===== config.mk =====
export PLATFORM = sky130hd
export DESIGN_NAME = kyber_dout_reorder
export DESIGN_NICKNAME = d
export VERILOG_FILES = /design/src/rtl/kyber_pkg.sv /design/src/rtl/kyber_coef_bank.sv /design/src/rtl/kyber_dout_reorder.sv
export SDC_FILE = /design/constraint.sdc
export NUM_CORES = 2
export LEC_CHECK = 0
export BUFFER_PORTS_ARGS = -buffer_cell sky130_fd_sc_hd__buf_2
export CAP_MARGIN = 30
export CORE_UTILIZATION = 35
export CTS_BUF_LIST = sky130_fd_sc_hd__clkbuf_4
export DETAILED_ROUTE_END_ITERATION = 7
export SYNTH_ARGS = -nofsm -noshare
export SYNTH_HDL_FRONTEND = slang
export SYNTH_HIERARCHICAL = 1
export SYNTH_SLANG_ARGS = --single-unit

===== constraint.sdc =====
create_clock -name clk -period 3.8 [get_ports clk]
set_input_delay 0 -clock clk [delete_from_list [all_inputs] [get_ports clk]]
set_output_delay 0 -clock clk [all_outputs]
set_load 0.05 [all_outputs]

===== src/rtl/kyber_pkg.sv =====
// kyber_pkg: shared constants, state encoding and lane helper for the Kyber dout reorder stage
package kyber_pkg;
    localparam int PE_NUMBER = 4;
    localparam int W = 12;
    localparam int N = 256;
    localparam int BEATS = N / PE_NUMBER;
    localparam logic [W-1:0] Q = W'(3329);
    typedef enum logic [1:0] {IDLE = 2'd0, FILL = 2'd1, DRAIN = 2'd2} state_t;
    function automatic logic [W-1:0] lane(input logic [PE_NUMBER*W-1:0] w, input int k);
        return w[W*(PE_NUMBER-1-k) +: W];
    endfunction
endpackage


===== src/rtl/kyber_coef_bank.sv =====
// kyber_coef_bank: 128x12 register file, two writes at 2b/2b+1, one 4-coefficient read at 4j
import kyber_pkg::*;
module kyber_coef_bank (
    input  logic                    clk,
    input  logic                    we,
    input  logic [5:0]              waddr,
    input  logic [W-1:0]            wd0,
    input  logic [W-1:0]            wd1,
    input  logic [4:0]              raddr,
    output logic [PE_NUMBER*W-1:0]  rdata
);
    logic [W-1:0] mem [N/2];
    always_ff @(posedge clk) begin
        if (we) begin
            mem[{waddr, 1'b0}] <= wd0;
            mem[{waddr, 1'b1}] <= wd1;
        end
    end
    assign rdata = {mem[{raddr, 2'd0}], mem[{raddr, 2'd1}], mem[{raddr, 2'd2}], mem[{raddr, 2'd3}]};
endmodule


===== src/rtl/kyber_dout_reorder.sv =====
// kyber_dout_reorder: buffers a half-interleaved 64-beat burst and replays it in natural order
import kyber_pkg::*;
module kyber_dout_reorder (
    input  logic        clk,
    input  logic        reset,
    input  logic        in_valid,
    input  logic [47:0] in_data,
    output logic        in_ready,
    output logic        out_valid,
    input  logic        out_ready,
    output logic [47:0] out_data,
    output logic        out_last,
    output logic        done,
    output logic        err_range
);
    state_t      state;
    logic [5:0]  wr_cnt;
    logic [5:0]  rd_cnt;
    logic        bad;
    logic        we;
    logic [47:0] lo_rd;
    logic [47:0] hi_rd;
    always_comb begin
        bad = 1'b0;
        for (int k = 0; k < PE_NUMBER; k++) bad = bad | (lane(in_data, k) >= Q);
    end
    assign in_ready  = state != DRAIN;
    assign out_valid = state == DRAIN;
    assign out_last  = out_valid && rd_cnt == 6'(BEATS-1);
    assign we        = in_valid && in_ready;
    assign out_data  = rd_cnt[5] ? hi_rd : lo_rd;
    kyber_coef_bank lo (
        .clk(clk), .we(we), .waddr(wr_cnt), .wd0(lane(in_data, 0)), .wd1(lane(in_data, 2)),
        .raddr(rd_cnt[4:0]), .rdata(lo_rd)
    );
    kyber_coef_bank hi (
        .clk(clk), .we(we), .waddr(wr_cnt), .wd0(lane(in_data, 1)), .wd1(lane(in_data, 3)),
        .raddr(rd_cnt[4:0]), .rdata(hi_rd)
    );
    always_ff @(posedge clk) begin
        if (reset) begin
            state     <= IDLE;
            wr_cnt    <= '0;
            rd_cnt    <= '0;
            err_range <= 1'b0;
            done      <= 1'b0;
        end else begin
            done <= 1'b0;
            case (state)
                IDLE: if (in_valid) begin
                    err_range <= bad;
                    wr_cnt    <= 6'd1;
                    state     <= FILL;
                end
                FILL: if (in_valid) begin
                    err_range <= err_range | bad;
                    wr_cnt    <= wr_cnt + 6'd1;
                    if (wr_cnt == 6'(BEATS-1)) state <= DRAIN;
                end
                DRAIN: if (out_ready) begin
                    rd_cnt <= rd_cnt + 6'd1;
                    if (rd_cnt == 6'(BEATS-1)) begin
                        state <= IDLE;
                        done  <= 1'b1;
                    end
                end
                default: state <= IDLE;
            endcase
        end
    end
endmodule


* Word level (Yosys, flattened, before mapping)
Memories as Yosys holds them, arrays and structs flattened. A register that Yosys moved wholly into a read port is not among the register bits.
Cells that the tools add are included.
** Storage, ports and cells
- Flip-flop bits (word level) :: 16
- RAM bits :: 3072
- Input bits :: 52
- Output and inout bits :: 53
- Word-level logic and storage cells :: 69
- Memories kept :: 2
** Operators by class
- Add/subtract/negate cells :: 2
- Magnitude comparators :: 4
- Equal/unequal tests :: 10
- Mux-type cells :: 32
- Bitwise gates (word level) :: 6
- Reduce and logical (&&, ||, !) cells :: 8
** Memories
- hi.mem :: depth 128, bits a word 12, read ports 4, clocked after Yosys merged registers in 4, write ports 2, RTL line kyber_coef_bank.sv:12 : logic [W-1:0] mem [N/2];
- lo.mem :: depth 128, bits a word 12, read ports 4, clocked after Yosys merged registers in 4, write ports 2, RTL line kyber_coef_bank.sv:12
** Operators with widths (number)
- 7-bit 2-to-1 mux :: 16
- 12-bit >= comparator (second input constant) :: 4
- 48-bit 2-to-1 mux :: 1
- 6-bit by 1-bit adder with 6-bit output (second input constant) :: 2
- 6-bit equality test (second input constant) :: 2
- 6-bit 2-to-1 mux :: 2
- 6-bit case mux with 2 select lines :: 1
- 2-bit 2-to-1 mux :: 5
- 2-bit != test (second input constant) :: 4
- 2-bit case mux with 3 select lines :: 1
- 1-bit 2-to-1 mux :: 5
- 5-bit AND reduction :: 1
- 2-bit by 1-bit != test with 1-bit output (second input constant) :: 2
- 1-bit OR :: 4
- 3-bit AND reduction :: 1
- 3-bit OR reduction :: 1
- 2-bit by 1-bit equality test with 1-bit output (second input constant) :: 1
- 2-bit equality test (second input constant) :: 1
- 1-bit logical AND :: 2
- 2-bit logical NOT :: 1
- 1-bit NOT :: 2
- 1-bit case mux with 2 select lines :: 1
- 2-bit AND reduction :: 1
- 2-bit nonzero test :: 1

* Longest topological paths before layout
- Depth after elaboration :: 7
- Mapped depth :: 9
- Mapped depth without buffers :: 6

* By module
Netlist, hierarchy kept.
** Modules (own cells, without submodules)
- kyber_coef_bank :: times used 2, cells each 3368, area an instance 59978.8 um^2, seq. area each 46124.2 um^2
- kyber_dout_reorder :: times used 1, cells each 157, area an instance 1426.4 um^2, seq. area each 320.3 um^2

* Worst setup path before layout
Ideal clock, no wire load.
- Kind :: reg-to-reg
- Start point :: register state[0]
- End point :: memory hi.mem[98][0] (netlist: hi/mem[49][0]) (enable)
- Library setup time :: 0.435 ns
- Arrival time :: 3.280 ns
- Data required time :: 3.365 ns
- Path slack :: 0.085 ns
- Stages on the path, launching flop included :: 6
- Buffers on the path :: 0
- Clock period less this slack :: 3.715 ns
- Path through :: dfxtp_1 -> or2b_1 -> and2_1 -> nor2b_1 -> nand4_1 -> nor3_1
** RTL lines
- from (decl) :: RTL line kyber_dout_reorder.sv:16 : state_t state;
- from (signal assigned) :: RTL line kyber_dout_reorder.sv:42 : state <= IDLE;
- from (signal assigned) :: RTL line kyber_dout_reorder.sv:53 : state <= FILL;
- from (signal assigned) :: RTL line kyber_dout_reorder.sv:58 : if (wr_cnt == 6'(BEATS-1)) state <= DRAIN;
- to (decl) :: RTL line kyber_coef_bank.sv:12

==> results.py <==
metrics = {
    "setup_path": {
        "cp_max_fo": 8,
        "start_kind": "register",
        "regToRegStartpoint": "state[0]",
        "path_cells": "buf_12, buf_16, buf_16, buf_16, mux2i_2, a22o_1, nor3_1, a31oi_2, nand3_2, mux2_4, buf_6",
        "critPathRequiredTime_ns": 3.80,
        "cp_slowest_stage_delay_ns": 0.40,
        "crit_top_cell": "buf_16",
        "r2r-end": "lo/mem[1][20]",
        "crit_path_end_kind": "primary output",
        "path_class": "reg2out",
        "reg2reg_setup_slack_ns": 0.78,
        "cpMaxStageDelayCell": "dfxtp_4",
        "reg2reg_depth": 6,
        "cp.arrival_ns": 3.84,
    },
    "global_route": {
        "antenna_found_initial": 25,
        "grt_pass1_vias": 70400,
        "grt.overflow.total": 0,
        "grt_use_total_pct": 18.8,
        "grt_pass1_wl_um": 483000,
        "grt_max_degree": 66,
    },
    "layout": {
        "area_growth_pct": 20.2,
        "fin_cells": 13100,
        "nNetsFinal": 8086,
        "drive_gt1_share_pct": 26.4,
    },
    "status": {
        "violations": "setup timing",
        "outcome": "complete, but fails checks",
    },
    "run": {
        "max-cap-violations": 0,
    },
    "route": {
        "drc": 0,
        "initialDrtViolationCount": 7061,
        "ant_nets": 0,
        "wire_per_inst_um": 25.8,
        "post_drt_via_cell_ratio": 5.29,
        "vias": 69400,
        "firstDrtPassIters": 6,
        "wl_um": 339000,
    },
    "sta": {
        "setup_viol": 7,
        "max_slew.worst_pin.slew_ns": 1.04,
        "max_slew_margin_pct": 30.1,
        "finalWorstSetupSlack_ns": -0.0434,
        "tns_ns": -0.129,
        "skew_ns": 0.0856,
        "hold_viol_final": 0,
        "fmax_ghz": 0.260,
        "grt_setup_unrepaired": "yes",
        "maxSlewViolCount": 0,
        "post-route-min-period_ns": 3.84,
        "period_share_pct": 101,
        "fin_hold_ws_ns": 0.208,
    },
    "clock_network": {
        "clock_path_buffers": 4,
        "root_buffer": "clkbuf_4",
        "clk_pin_slew_ns": 0.07,
        "clk_latency_ns": 1.37,
        "htreeDepth": 6,
        "clock-sinks": 3088,
        "cts_tree": "built",
        "cts_made_buffers": 765,
    },
    "logic_synthesis": {
        "synth_nets": 6947,
        "synthCells": 6893,
        "ys_async_sr_fraction_pct": 0,
        "synth-seq-cells": 3088,
        "synth_area_mm2": 0.121,
        "synthDistinctLibCells": 46,
        "yosysWarnings": 6,
        "synth-main-ff-cell": "edfxtp_1",
        "ys_seq_area_share_pct": 76.3,
        "synth_edf_count": 3072,
        "avgSynthCellArea_um2": 17.6,
    },
    "die": {
        "rows": 215,
        "core_area_mm2": 0.344,
        "dieHeight_um": 591,
        "start_util_pct": 35.3,
        "io_pins": 105,
        "die_area_mm2": 0.349,
        "die_w_um": 591,
    },
    "min_path": {
        "holdPathStages": 3,
        "min-delay-start": "in_data[3]",
        "hp-class": "in2reg",
        "worstHoldEndpoint": "hi/mem[30][15]",
    },
    "place": {
        "placed_cells": 11500,
        "place_congestion": 0.804,
        "dp_hpwl_um": 181000,
        "portBuffers": 104,
    },
    "power_and_ir_drop": {
        "power_density_mw_per_mm2": 451,
        "ir_worst_vdd_v": 0.000200,
        "p_leak_nw": 45.0,
    },
}
==> logic make-up after synthesis <==
kind of cell	after synthesis	share of synthesized area (%)
flops	3088	76.3
compound gates	881	4.93
simple gates	925	3.46
mux	1585	13.1
fa+ha+maj	2	0.0206
xor+xnor	7	0.0505
buf+inv	405	2.16
==> cells in the mapped netlist (8+ instances only) <==
cell / number / area (um^2)
mux2_2: 48 / 541
nand2_1: 308 / 1160
edfxtp_1: 3072 / 92200
a21oi_1: 296 / 1480
nand2b_1: 8 / 50.1
nor3_1: 103 / 515
mux2i_1: 1537 / 15400
nor2b_1: 10 / 62.6
a22o_1: 192 / 1680
clkbuf_1: 122 / 458
buf_4: 82 / 616
nand3_1: 309 / 1550
buf_8: 20 / 300
nor4_1: 8 / 50.1
buf_6: 58 / 653
buf_1: 14 / 52.6
buf_2: 103 / 515
a22oi_1: 288 / 2160
nor2_1: 144 / 541
a31oi_1: 96 / 601
dfxtp_1: 16 / 320
==> cell usage in the layout (no fill, tap or decap), types with 58 or more instances in the layout <==
cell type,count
buf_6,62
nand3_1,244
mux2i_1,1475
a22o_1,192
buf_12,88
buf_16,73
a22oi_1,281
buf_4,310
edfxtp_1,3072
nor2_2,125
clkinv_1,140
nand2_1,306
buf_2,58
dlygate4sd3_1,119
nand3_2,61
nor3_1,63
a21oi_1,291
clkbuf_4,1090
==> repair_timing <==
item	CTS	global route
setup endpoints to repair	49	48
hold buffers	129	0
pin swaps	96	63
buffers inserted	83	31
hold endpoints to repair	3372	0
gates resized for setup	544	141
cloned	57	17
==> state kept, by name (all words and copies together), names as in the netlist <==
signal,cells
done,1
state,2
wr_cnt,6
lo/mem,1536
rd_cnt,6
err_range,1
hi/mem,1536
==> worst max-delay path, delay by kind of cell, from the launching register on <==
kind	cells	cell delay, ns
AOI/OAI and AO/OA	2	0.46
buffers and inverters	5	0.84
DFF	1	0.40
muxes	2	0.60
and+or+nand+nor	2	0.19
==> per-stage QoR <==
step	util, %	power, mW	setup slack (ns)	area [um^2]
2_1_floorplan	-	38.6	0.0853	121000
3_3_place_gp	37.4	39.5	0.419	129000
3_5_place_dp	37.4	39.5	0.441	129000
4_1_cts	42.0	66.5	-0.162	145000
5_1_grt	42.4	68.3	-0.150	146000
6_report	42.4	65.9	-0.0434	146000
==> report_power, final <==
part	internal, mW	switching (mW)	leakage [nW]
registers	37.5	0.0240	27.8
logic	0.392	1.13	11.7
clock network	14.0	12.9	5.53
total	51.8	14.0	45.0
==> layout make-up <==
cell class | count | area [um^2]
clock inverters | 186 | 1120
well taps | 4557 | 5700
repair buffers | 772 | 9720
multi-input cells | 3401 | 28600
fillers | 30200 | 198000
inverters | 4 | 15.0
clock buffers | 1090 | 8180
diodes | 15 | 37.5
flip-flops and latches | 3088 | 92600
==> layer usage <==
metal	up-vias	part of all wire [%]	wire length, um	GRT usage, %
met3	462	7.8	26300	3.13
li1	30200	-	-	-
met5	-	0.0038	13	0
met1	35700	42	142000	25.7
met2	3111	47	160000	30.4
met4	2	2.9	9700	6.33
==> worst max-delay path by stage <==
stage | from | end | slack (ns)
2_1_floorplan | state[0] | hi/mem[49][0] | 0.09
3_3_place_gp | rd_cnt[1] | out_data[36] | 0.42
3_5_place_dp | rd_cnt[1] | out_data[38] | 0.44
4_1_cts | rd_cnt[0] | out_data[11] | -0.16
5_1_grt | rd_cnt[0] | out_data[26] | -0.15
6_report | rd_cnt[0] | out_data[32] | -0.04
Power figures use the tool's default switching activity.
